File: src/rtl/wb2axil_pkg.sv
// Shared types and constants for the Wishbone-to-AXI4-Lite bridge.
package wb2axil_pkg;

    typedef enum logic [2:0] {
        IDLE    = 3'd0,
        WR_REQ  = 3'd1,
        WR_RESP = 3'd2,
        RD_REQ  = 3'd3,
        RD_RESP = 3'd4,
        DONE    = 3'd5
    } state_t;

    localparam logic [1:0] AXI_RESP_OKAY   = 2'b00;
    localparam logic [1:0] AXI_RESP_EXOKAY = 2'b01;
    localparam logic [1:0] AXI_RESP_SLVERR = 2'b10;
    localparam logic [1:0] AXI_RESP_DECERR = 2'b11;

    localparam logic [2:0] AXI_PROT_DEFAULT = 3'b000;

    // SLVERR and DECERR terminate with an error; OKAY and EXOKAY do not.
    function automatic logic resp_is_err(input logic [1:0] resp);
        return (resp == AXI_RESP_SLVERR) || (resp == AXI_RESP_DECERR);
    endfunction

endpackage

File: src/rtl/wb2axil_bridge.sv
// Wishbone classic slave to AXI4-Lite master bridge, one transaction at a time.
// Define WB2AXIL_POSTED_WRITE_EN to ack writes before B and track B errors in a sticky flag.
module wb2axil_bridge
    import wb2axil_pkg::*;
#(
    parameter int unsigned ADDR_W = 32,
    parameter int unsigned DATA_W = 32
) (
    input  logic                wb_clk_i,
    input  logic                wb_rst_i,
    input  logic [ADDR_W-1:0]   wb_adr_i,
    input  logic [DATA_W-1:0]   wb_dat_i,
    input  logic [DATA_W/8-1:0] wb_sel_i,
    input  logic                wb_we_i,
    input  logic                wb_cyc_i,
    input  logic                wb_stb_i,
    output logic [DATA_W-1:0]   wb_dat_o,
    output logic                wb_ack_o,
    output logic                wb_err_o,
    output logic                wb_posted_err_o,
    output logic [ADDR_W-1:0]   m_axi_awaddr,
    output logic [2:0]          m_axi_awprot,
    output logic                m_axi_awvalid,
    input  logic                m_axi_awready,
    output logic [DATA_W-1:0]   m_axi_wdata,
    output logic [DATA_W/8-1:0] m_axi_wstrb,
    output logic                m_axi_wvalid,
    input  logic                m_axi_wready,
    input  logic [1:0]          m_axi_bresp,
    input  logic                m_axi_bvalid,
    output logic                m_axi_bready,
    output logic [ADDR_W-1:0]   m_axi_araddr,
    output logic [2:0]          m_axi_arprot,
    output logic                m_axi_arvalid,
    input  logic                m_axi_arready,
    input  logic [DATA_W-1:0]   m_axi_rdata,
    input  logic [1:0]          m_axi_rresp,
    input  logic                m_axi_rvalid,
    output logic                m_axi_rready
);

    localparam int unsigned SEL_W = DATA_W / 8;

    state_t              state;
    logic [ADDR_W-1:0]   addr_q;
    logic [DATA_W-1:0]   wdata_q;
    logic [SEL_W-1:0]    sel_q;
    logic                req_c;
    logic                aw_ok_c;
    logic                w_ok_c;
    logic                b_err_c;
    logic                r_err_c;

`ifdef WB2AXIL_POSTED_WRITE_EN
    logic b_pending;
    logic posted_err;
    assign req_c           = wb_cyc_i && wb_stb_i && !wb_ack_o && !wb_err_o && !b_pending;
    assign wb_posted_err_o = posted_err;
`else
    assign req_c           = wb_cyc_i && wb_stb_i && !wb_ack_o && !wb_err_o;
    assign wb_posted_err_o = 1'b0;
`endif

    // A channel is finished once its valid has been accepted (or is about to be).
    assign aw_ok_c = !m_axi_awvalid || m_axi_awready;
    assign w_ok_c  = !m_axi_wvalid  || m_axi_wready;
    assign b_err_c = resp_is_err(m_axi_bresp);
    assign r_err_c = resp_is_err(m_axi_rresp);

    assign m_axi_awaddr = addr_q;
    assign m_axi_araddr = addr_q;
    assign m_axi_awprot = AXI_PROT_DEFAULT;
    assign m_axi_arprot = AXI_PROT_DEFAULT;
    assign m_axi_wdata  = wdata_q;
    assign m_axi_wstrb  = sel_q;

    always_ff @(posedge wb_clk_i or posedge wb_rst_i) begin
        if (wb_rst_i) begin
            state         <= IDLE;
            addr_q        <= '0;
            wdata_q       <= '0;
            sel_q         <= '0;
            wb_dat_o      <= '0;
            wb_ack_o      <= 1'b0;
            wb_err_o      <= 1'b0;
            m_axi_awvalid <= 1'b0;
            m_axi_wvalid  <= 1'b0;
            m_axi_bready  <= 1'b0;
            m_axi_arvalid <= 1'b0;
            m_axi_rready  <= 1'b0;
`ifdef WB2AXIL_POSTED_WRITE_EN
            b_pending     <= 1'b0;
            posted_err    <= 1'b0;
`endif
        end else begin
            wb_ack_o <= 1'b0;
            wb_err_o <= 1'b0;

            unique case (state)
                IDLE: begin
                    if (req_c) begin
                        addr_q  <= wb_adr_i & ~ADDR_W'(3);
                        wdata_q <= wb_dat_i;
                        sel_q   <= wb_sel_i;
                        if (wb_we_i) begin
                            m_axi_awvalid <= 1'b1;
                            m_axi_wvalid  <= 1'b1;
                            state         <= WR_REQ;
                        end else begin
                            m_axi_arvalid <= 1'b1;
                            state         <= RD_REQ;
                        end
                    end
                end

                WR_REQ: begin
                    if (m_axi_awvalid && m_axi_awready) m_axi_awvalid <= 1'b0;
                    if (m_axi_wvalid && m_axi_wready)   m_axi_wvalid  <= 1'b0;
                    if (aw_ok_c && w_ok_c) begin
                        m_axi_bready <= 1'b1;
`ifdef WB2AXIL_POSTED_WRITE_EN
                        b_pending <= 1'b1;
                        wb_ack_o  <= wb_cyc_i;
                        state     <= DONE;
`else
                        state <= WR_RESP;
`endif
                    end
                end

                WR_RESP: begin
                    if (m_axi_bvalid) begin
                        m_axi_bready <= 1'b0;
                        wb_ack_o     <= wb_cyc_i && !b_err_c;
                        wb_err_o     <= wb_cyc_i && b_err_c;
                        state        <= DONE;
                    end
                end

                RD_REQ: begin
                    if (m_axi_arready) begin
                        m_axi_arvalid <= 1'b0;
                        m_axi_rready  <= 1'b1;
                        state         <= RD_RESP;
                    end
                end

                RD_RESP: begin
                    if (m_axi_rvalid) begin
                        m_axi_rready <= 1'b0;
                        wb_dat_o     <= m_axi_rdata;
                        wb_ack_o     <= wb_cyc_i && !r_err_c;
                        wb_err_o     <= wb_cyc_i && r_err_c;
                        state        <= DONE;
                    end
                end

                DONE: state <= IDLE;

                default: state <= IDLE;
            endcase

`ifdef WB2AXIL_POSTED_WRITE_EN
            // Background B consumption for the one outstanding posted write.
            if (m_axi_bready && m_axi_bvalid) begin
                m_axi_bready <= 1'b0;
                b_pending    <= 1'b0;
                if (b_err_c) posted_err <= 1'b1;
            end
`endif
        end
    end

endmodule

File: config.mk
export PLATFORM = sky130hd
export DESIGN_NAME = wb2axil_bridge
export DESIGN_NICKNAME = d
export VERILOG_FILES = /design/src/rtl/wb2axil_pkg.sv /design/src/rtl/wb2axil_bridge.sv
export SDC_FILE = /design/constraint.sdc
export NUM_CORES = 1
export LEC_CHECK = 0
export BUFFER_PORTS_ARGS = -buffer_cell sky130_fd_sc_hd__buf_2
export CAP_MARGIN = 20
export CORE_MARGIN = 2
export CORE_UTILIZATION = 45
export CTS_CLUSTER_DIAMETER = 40
export DETAILED_ROUTE_END_ITERATION = 7
export GPL_ROUTABILITY_DRIVEN = 0
export PLACE_DENSITY = 0.88
export SLEW_MARGIN = 40
export SYNTH_ARGS = -nofsm -noshare
export SYNTH_HDL_FRONTEND = slang
export SYNTH_SLANG_ARGS = --single-unit
export TNS_END_PERCENT = 10
File: constraint.sdc
create_clock -name wb_clk_i -period 8.4 [get_ports wb_clk_i]
set_clock_uncertainty 0.2 [all_clocks]
set_input_delay 0.42 -clock wb_clk_i [delete_from_list [all_inputs] [get_ports wb_clk_i]]
set_output_delay 0.42 -clock wb_clk_i [all_outputs]
set_load 0.05 [all_outputs]
Word-level counts from Yosys, hierarchy flattened
Cells that the tools add are included.
{"block": "totals", "register_bits": 108}
{"block": "op_classes", "eq_ne": 17, "n_mux": 29, "reduce_logical": 33}
{"op": "$ne A2 B2 Y1 const B", "n": 9}
{"op": "$mux W1", "n": 15}
{"op": "$mux W3", "n": 5}
{"op": "$pmux W3 S5", "n": 1}
{"op": "$pmux W1 S2", "n": 7}
{"op": "$reduce_and A4 Y1", "n": 3}
{"op": "$logic_and A1 B1 Y1", "n": 10}
{"op": "$eq A2 B2 Y1 const B", "n": 4}
{"op": "$reduce_bool A2 Y1", "n": 4}
{"op": "$eq A3 B2 Y1 const B", "n": 2}
{"op": "$logic_not A1 Y1", "n": 6}
{"op": "$reduce_and A3 Y1", "n": 2}
{"op": "$reduce_and A5 Y1", "n": 1}
{"op": "$logic_or A1 B1 Y1", "n": 4}
{"op": "$reduce_and A2 Y1", "n": 2}
{"op": "$eq A3 B1 Y1 const B", "n": 1}
{"op": "$eq A3 B3 Y1 const B", "n": 1}
{"op": "$logic_not A3 Y1", "n": 1}
{"op": "$mux W2", "n": 1}

Depth between registers and ports, before layout
Gate-level depths: netlist of run 1.
{"block": "depth", "depth_word": 6, "mapped_depth": 7}

Least setup slack after synthesis of run 1
OpenSTA, ideal clock, no wires.
{"block": "synth_timing", "path_kind": "register to register", "from": "register wb_err_o", "to": "register addr_q[10] (netlist: m_axi_araddr[10])", "setup_ns": 0.118, "arrival_ns": 1.573, "t_required_ns": 8.082, "setup_slack_ns": 6.509, "path_stages_with_launch": 7, "period_less_slack_ns": 1.891, "path_cell_list": "dfrtp_1 > nand4bb_1 > nand3b_1 > buf_4 > buf_2 > nand2_1 > nand2_1"}
{"block": "synth_between", "elab_chain_len": 3}
{"element": "start: declaration", "line": "wb2axil_bridge.sv:19", "text": "output logic wb_err_o,"}
{"element": "start signal: assignment", "line": "wb2axil_bridge.sv:135", "text": "wb_err_o <= wb_cyc_i && b_err_c;"}
{"element": "start signal: assignment", "line": "wb2axil_bridge.sv:153", "text": "wb_err_o <= wb_cyc_i && r_err_c;"}
{"element": "$logic_not A1 Y1", "line": "wb2axil_bridge.sv:60", "text": "assign req_c = wb_cyc_i && wb_stb_i && !wb_ack_o && !wb_err_o;"}
{"element": "$logic_and A1 B1 Y1", "line": "wb2axil_bridge.sv:60"}
{"element": "$reduce_and A2 Y1 (no line)"}
{"element": "end signal: assignment", "line": "wb2axil_bridge.sv:102", "text": "addr_q <= wb_adr_i & ~ADDR_W'(3);"}
{"element": "end: declaration", "line": "wb2axil_bridge.sv:45", "text": "logic [ADDR_W-1:0] addr_q;"}
Every way passes these cells.
A chain may end at the register's enable or synchronous reset.

Worst setup path after layout of run 1
{"block": "layout_timing", "from": "register state[1]", "to": "register m_axi_arvalid"}
{"block": "layout_between", "elab_chain_len": 3, "elab_cells_between_ends": 8, "cone_classes": "eq/ne: 4; mux: 1; reduce/logical: 3"}
{"element": "start: declaration", "line": "wb2axil_bridge.sv:44", "text": "state_t state;"}
{"element": "start signal: assignment", "line": "wb2axil_bridge.sv:79", "text": "state <= IDLE;"}
{"element": "start signal: assignment", "line": "wb2axil_bridge.sv:108", "text": "state <= WR_REQ;"}
{"element": "start signal: assignment", "line": "wb2axil_bridge.sv:111", "text": "state <= RD_REQ;"}
{"element": "$eq A3 B2 Y1 / $logic_not A3 Y1 (equally long branches)", "line": "wb2axil_bridge.sv:99", "text": "unique case (state)"}
{"element": "$ne A2 B2 Y1 (no line) / $reduce_bool A2 Y1 (equally long branches)"}
{"element": "$reduce_and A4 Y1 (no line)"}
{"element": "end signal: assignment", "line": "wb2axil_bridge.sv:89", "text": "m_axi_arvalid <= 1'b0;"}
{"element": "end signal: assignment", "line": "wb2axil_bridge.sv:110", "text": "m_axi_arvalid <= 1'b1;"}
{"element": "end signal: assignment", "line": "wb2axil_bridge.sv:142", "text": "m_axi_arvalid <= 1'b0;"}
{"element": "end: declaration", "line": "wb2axil_bridge.sv:34", "text": "output logic m_axi_arvalid,"}
Several ways; a longest one is shown, not always the timed one.

==> out/metrics.json, run 1 <==
{
  "die_h_um": 105,
  "netlist_instances": 447,
  "timing.rr.end": "m_axi_arvalid",
  "timing.hold.worst_path_depth": 3,
  "clkSlewWorstSetupHoldPaths_ps": 100,
  "final_layout_size_suffix_gt1_share_pct": 43.5,
  "synth_area_leader_cell": "dfrtp_1",
  "flop2flop_setup_slack_ps": 5890,
  "dr.first_iter.drc_count": 141,
  "grt_first_pass_wirelength_um": 17600,
  "synth_cell_type_count": 32,
  "clock_tree.htree_level_count": 3,
  "rr_worst_depth": 5,
  "most_common_cell_in_the_netlist": "nand2_1",
  "clock_sinks": 108,
  "regArea_um2": 2700,
  "placement.io_buffers": 244,
  "multi_input_comb_area_um2": 1500,
  "yosys.area.top_type_share_pct": 58.7,
  "ios": 260,
  "crit_top_cell": "nor2_1",
  "post_synth_instance_area_um2": 4600,
  "min-delay-path-class": "input port to flop",
  "endpoints_failing_hold": 0,
  "ys_top_cells_by_count": "203 x nand2_1, 108 x dfrtp_1, 42 x buf_4",
  "max_stage_delay_ps": 650,
  "tightest_slew_ps": 673,
  "path_cells": "nor2_1, nand3b_1, buf_4, nor2_1, o22a_1",
  "fp.dieW_um": 105,
  "core_area_um2": 9860,
  "slowest_stage": "dfrtp_1",
  "maximum_fanout_count_along_the_critical_path": 54,
  "cts.repair.resized": 0,
  "timing.final.crit_share_pct": 29.8,
  "area_growth_syn_to_layout_pct": 26.7,
  "tritoncts": "yes",
  "synthesis.yosys.warnings": 0,
  "setup.worst_path.end": "m_axi_arvalid",
  "placement_rows": 36,
  "diodes": 0,
  "global_route.usage.total_pct": 19.6,
  "timing.setup.critical_path_class": "flop to flop",
  "max_clk_rate_mhz": 399,
  "timing.rr.start": "state[1]",
  "area_of_the_die_um2": 11100,
  "fill_cells": 837,
  "synth_edf_count": 0,
  "worst_setup_path_startpoint": "state[1]",
  "final-setup-viol-count": 0,
  "yosysSeqAreaShare_pct": 58.7,
  "dpl.hpwl_um": 8130,
  "ys_ff_latch": 108,
  "routed_via_density": 4.68,
  "via_count": 3712,
  "report.final.slew_viol_count": 0,
  "cts-root-buf": "clkbuf_8",
  "finalNetCount": 769,
  "gr-total-overflow": 0,
  "antenna_found_initial": 0,
  "cts_buffers": 9,
  "synth-main-ff-cell": "dfrtp_1",
  "grt_setup_unrepaired": "false",
  "synth.avg_cell_area_um2": 10.3,
  "arrival_ps": 2560,
  "drv.max_cap_violation_count": 0,
  "grt_start_max_net_pins": 58,
  "setup-tns-final_ps": 0,
  "critical_path.startpoint_type": "flop",
  "number_of_detailed_routing_iterations_run_before_antenna_repair": 4,
  "insertion_delay_ps": 350,
  "synth_async_sr_flop_share_pct": 100,
  "detail_route.drc_violations": 0,
  "final.min_clock_period_ps": 2510,
  "vias_in_the_first_global_route": 3665,
  "critical_path.endpoint_type": "flop",
  "status": "finished clean",
  "max-slew-margin-rel_pct": 55.2,
  "drt_wl_total_um": 10900,
  "floorplan.initialDensity_pct": 46.7,
  "netlist_top_cells_area": "dfrtp_1 59%, nand2_1 17%, buf_4 6.9%",
  "cts.path.max_buffers": 2,
  "ant_nets": 0,
  "wl_per_cell_um": 13.7,
  "crit_required_ps": 8450
}
cells in the final DEF, fill, tap and decap left out, types with 2 or more instances in the layout:
cell type   instances
mux2_1             12
o22ai_1             3
buf_4               4
clkinv_4            2
nand2_1           203
buf_2             244
a22o_1              2
o22a_1              2
clkbuf_8           10
nor2_1              7
mux2_4             20
nand3_1             3
clkinvlp_4          2
a22oi_1             2
nand3b_1            2
dfrtp_1           108
inv_1               3
conb_1             11
nand4bb_1           2
flip-flops by register name, indices dropped and copies added, names as in the netlist:
name and cells:
m_axi_araddr 30, m_axi_arvalid 1, m_axi_awvalid 1, m_axi_bready 1, m_axi_rready 1, m_axi_wdata 32
m_axi_wstrb 4, m_axi_wvalid 1, state 3, wb_ack_o 1, wb_dat_o 32, wb_err_o 1
final cells by class:
class | instances | share of cell area (%)
flip-flops and latches | 108 | 46.3
multi-input cells | 282 | 25.7
repair buffers | 249 | 21.6
well taps | 133 | 2.85
clock buffers | 11 | 2.42
clock inverters | 5 | 0.644
inverters | 5 | 0.365
kinds of logic (layout without fill, tap and decap cells):
logic type             after synthesis  in the layout  share of synthesized area (%)
flip-flops                         108            108                           58.7
buffers and inverters               67            270                           9.57
AND/OR/NAND/NOR                    221            221                           19.1
multiplexers                        33             33                           9.68
other                                1             11                         0.0815
AO/OA/AOI/OAI                       16             16                           2.64
XOR/XNOR                             1              1                          0.190
worst min path at each step:
stage	from	to	slack, ps
global placement	m_axi_wdata[3]	m_axi_wdata[3]	250
detailed placement	m_axi_wdata[5]	m_axi_wdata[5]	260
floorplan	wb_adr_i[10]	m_axi_araddr[10]	330
global route	wb_adr_i[3]	m_axi_araddr[3]	30
finish	wb_dat_i[15]	m_axi_wdata[15]	50
CTS	wb_dat_i[19]	m_axi_wdata[19]	30
per-stage QoR:
stage	hold slack [ps]	setup WS, ps	utilization (%)	cell area [µm²]	cells
CTS	28.0	5780	59.0	5820	792
global placement	254	5860	57.1	5630	775
finish	47.3	5890	59.1	5830	793
global route	33.3	5720	59.1	5830	793
floorplan	325	4930	-	4640	457
detailed placement	257	5760	57.1	5630	775
routing by layer:
layer	up-vias	track usage, %	share of wire [%]
met4	0	6.10	1.5
met3	17	4.05	6.8
met1	1762	24.0	41
met5	-	0	0
met2	164	34.6	50
li1	1769	-	-
timing repair:
item | CTS | global route
buffers inserted | 0 | 0
hold endpoints to repair | 25 | 0
hold buffers | 1 | 0
critical path: cells and delay by family (launching register included):
family                 cells  cell delay, ps
AO/OA/AOI/OAI              1             190
flip-flops                 1             650
AND/OR/NAND/NOR            3             760
buffers and inverters      1             560
Power of run 1 is not shown: default switching activity piles up to over one toggle a cycle in this logic, so the estimate is an artifact.
==> inputs of run 2 (changes only) <==
--- a/config.mk
+++ b/config.mk
@@ -5,14 +5,15 @@
 export SDC_FILE = /design/constraint.sdc
 export NUM_CORES = 1
 export LEC_CHECK = 0
+export ABC_AREA = 1
 export BUFFER_PORTS_ARGS = -buffer_cell sky130_fd_sc_hd__buf_2
 export CAP_MARGIN = 20
 export CORE_MARGIN = 2
-export CORE_UTILIZATION = 45
+export CORE_UTILIZATION = 40
 export CTS_CLUSTER_DIAMETER = 40
 export DETAILED_ROUTE_END_ITERATION = 7
 export GPL_ROUTABILITY_DRIVEN = 0
-export PLACE_DENSITY = 0.88
+export PLACE_DENSITY = 0.83
 export SLEW_MARGIN = 40
 export SYNTH_ARGS = -nofsm -noshare
 export SYNTH_HDL_FRONTEND = slang
==> constraint.sdc (replaced) <==
create_clock -name wb_clk_i -period 2.3 [get_ports wb_clk_i]
set_clock_uncertainty 0.2 [all_clocks]
set_input_delay 0.115 -clock wb_clk_i [delete_from_list [all_inputs] [get_ports wb_clk_i]]
set_output_delay 0.115 -clock wb_clk_i [all_outputs]
set_load 0.05 [all_outputs]
==> out/metrics.json, run 2 <==
{
  "endpoints_failing_hold": 0,
  "die_h_um": 112,
  "ios": 260,
  "number_of_detailed_routing_iterations_run_before_antenna_repair": 5,
  "drv.max_cap_violation_count": 0,
  "final_layout_size_suffix_gt1_share_pct": 32.0,
  "ant_nets": 0,
  "post_synth_instance_area_um2": 4690,
  "topRoutingLayerUsed": "met4",
  "clkSlewWorstSetupHoldPaths_ps": 70,
  "final.min_clock_period_ps": 2140,
  "wl_per_cell_um": 14.2,
  "final_common_cell": "nand2_1",
  "postLayoutCellArea_um2": 7180,
  "insertion_delay_ps": 340,
  "path_cells": "nor2_4, nand2_2, buf_6, nor2_1, inv_1, nand3b_1, nand2_1, nand3_1, dlygate4sd3_1",
  "netlist_top_cells_area": "dfrtp_1 58%, nand2_1 20%, o21ai_0 7.6%",
  "synth_cell_type_count": 21,
  "critical_path.endpoint_type": "flop",
  "grt_first_pass_wirelength_um": 22800,
  "fill_cells": 884,
  "max-slew-margin-rel_pct": 59.8,
  "core_area_um2": 11400,
  "clock_tree.htree_level_count": 3,
  "arrival_ps": 2220,
  "placement_rows": 39,
  "slowest_stage": "dlygate4sd3_1",
  "dpl.hpwl_um": 8160,
  "fp.dieW_um": 112,
  "global_route.usage.total_pct": 22.4,
  "finalNetCount": 972,
  "dr.first_iter.drc_count": 311,
  "floorplan.initialDensity_pct": 41.0,
  "max_stage_delay_ps": 540,
  "final-setup-viol-count": 0,
  "cts-root-buf": "clkbuf_16",
  "ys_ff_latch": 108,
  "routed_via_density": 4.77,
  "synth_edf_count": 0,
  "cts.path.max_buffers": 2,
  "rr_worst_depth": 9,
  "status": "finished clean",
  "antenna_found_initial": 0,
  "yosys.area.top_type_share_pct": 57.7,
  "tightest_slew_ps": 602,
  "critical_path_buf_inv_count": 3,
  "regArea_um2": 2710,
  "detail_route.drc_violations": 0,
  "timing.hold.worst_path_depth": 8,
  "max_clk_rate_mhz": 468,
  "cts_setup_buffers": 0,
  "report.final.slew_viol_count": 0,
  "clock_sinks": 108,
  "post-layout-total-power_mw": 11.6,
  "leakage_nw": 3.98,
  "synth_top_family_by_area": "simple AND/OR/NAND/NOR gates",
  "synth_mux_area_share_pct": 0,
  "synth_fa_ha_area_share_pct": 0,
  "tritoncts": "yes",
  "met2_length_um": 7440,
  "synth_compound_area_share_pct": 8.44,
  "gr-total-overflow": 0,
  "maximum_fanout_count_along_the_critical_path": 28,
  "wl_met3_um": 906,
  "synth_async_sr_flop_share_pct": 100,
  "yosysSeqAreaShare_pct": 57.7,
  "placement.io_buffers": 244,
  "timing.setup.critical_path_class": "flop to flop",
  "critical_path.startpoint_type": "flop",
  "numPlacedInstances": 878,
  "ys_top_cells_by_count": "248 x nand2_1, 108 x dfrtp_1, 71 x o21ai_0",
  "drt_wl_total_um": 14300,
  "final_cell_count_no_fill": 1006,
  "grt_start_max_net_pins": 109,
  "vias_in_the_first_global_route": 4759,
  "synth.avg_cell_area_um2": 8.66,
  "area_of_the_die_um2": 12600,
  "netlist_instances": 541,
  "crit_required_ps": 2380,
  "min-delay-path-class": "input port to flop",
  "max-vdd-ir-drop_uv": 1320,
  "area_growth_syn_to_layout_pct": 53.2,
  "cts_buffers": 9,
  "synthesis.yosys.warnings": 0,
  "post_synth_and_or_nand_nor_area_fraction_pct": 22.9,
  "synth-main-ff-cell": "dfrtp_1",
  "pwr_density_cell_nw_per_um2": 1610,
  "final_core_utilization_pct": 62.9,
  "detail_route.wirelength.met1_um": 5390,
  "most_common_cell_in_the_netlist": "nand2_1",
  "mostFrequentLayoutCells": "248 x nand2_1, 244 x buf_2, 112 x dlygate4sd3_1",
  "synth_area_leader_cell": "dfrtp_1",
  "via_count": 4801,
  "placedInstanceArea_um2": 5770,
  "timing.final.crit_share_pct": 93.0,
  "diodes": 0,
  "cp_top_family": "buffers and inverters",
  "cp.depth": 9,
  "yosys.area_share.xor_xnor_pct": 0,
  "multi_input_comb_area_um2": 1510
}
[run 2: cell count changes after synthesis, sizes merged, moves of 4 or more]
cell,delta
buf,+4
inv,+9
mux2,-32
nand2,+47
nand3,+7
o21ai,+69
[run 2: final timing paths]
check / startpoint / slack (ps) / to
worst max-delay path: state[0] / 160 / m_axi_wvalid
worst min-delay path: m_axi_wready / 180 / state[1]
worst max register to register: state[0] / 160 / m_axi_wvalid
worst min register to register: wb_dat_o[27] / 270 / wb_dat_o[27]
max in group asynchronous: wb_rst_i / 1150 / state[0]
min in group asynchronous: wb_rst_i / 240 / m_axi_wstrb[3]
[run 2: what timing repair did]
action                                 4_1_cts  5_1_grt
setup endpoints to repair                    0        1
hold buffers                               112        0
endpoints found under the hold margin      215        0
gates resized for setup                      0        4
[run 2: logic make-up after synthesis]
kind of cell / Yosys count
AOI/OAI and AO/OA: 77
buffers and inverters: 82
DFF: 108
other: 1
and+or+nand+nor: 273
[run 2: layout make-up]
cell class	instances	area share, %
multi-input cells	361	21.1
repair buffers	364	34.0
clock buffers	10	3.19
well taps	143	2.49
flip-flops and latches	108	37.7
clock inverters	6	0.697
inverters	14	0.785
[run 2: where the power goes]
| part | switching (mW) | internal (mW) |
|---|---|---|
| Clock | 0.704 | 0.745 |
| Combinational | 5.42 | 1.44 |
| Sequential | 0.505 | 2.76 |
[run 2: worst register-to-register path, delay by kind of cell (launching register included)]
kind,cells,cell delay (ps)
flops,1,450
buf+inv,3,810
simple gates,6,610
[run 2: stage by stage]
step	setup slack, ps	TNS, ps	hold WS (ps)
2_1_floorplan	600	0	31.8
3_3_place_gp	545	0	115
3_5_place_dp	506	0	118
4_1_cts	66.7	0	167
5_1_grt	-0.764	-0.764	245
6_report	162	0	177
[run 2: per-layer routing]
layer	GRT usage [%]	up-vias
li1	-	2274
met1	26.0	2236
met2	40.0	243
met3	4.54	48
met4	10.1	0
met5	0	-
(Power assumes the default switching activity.)
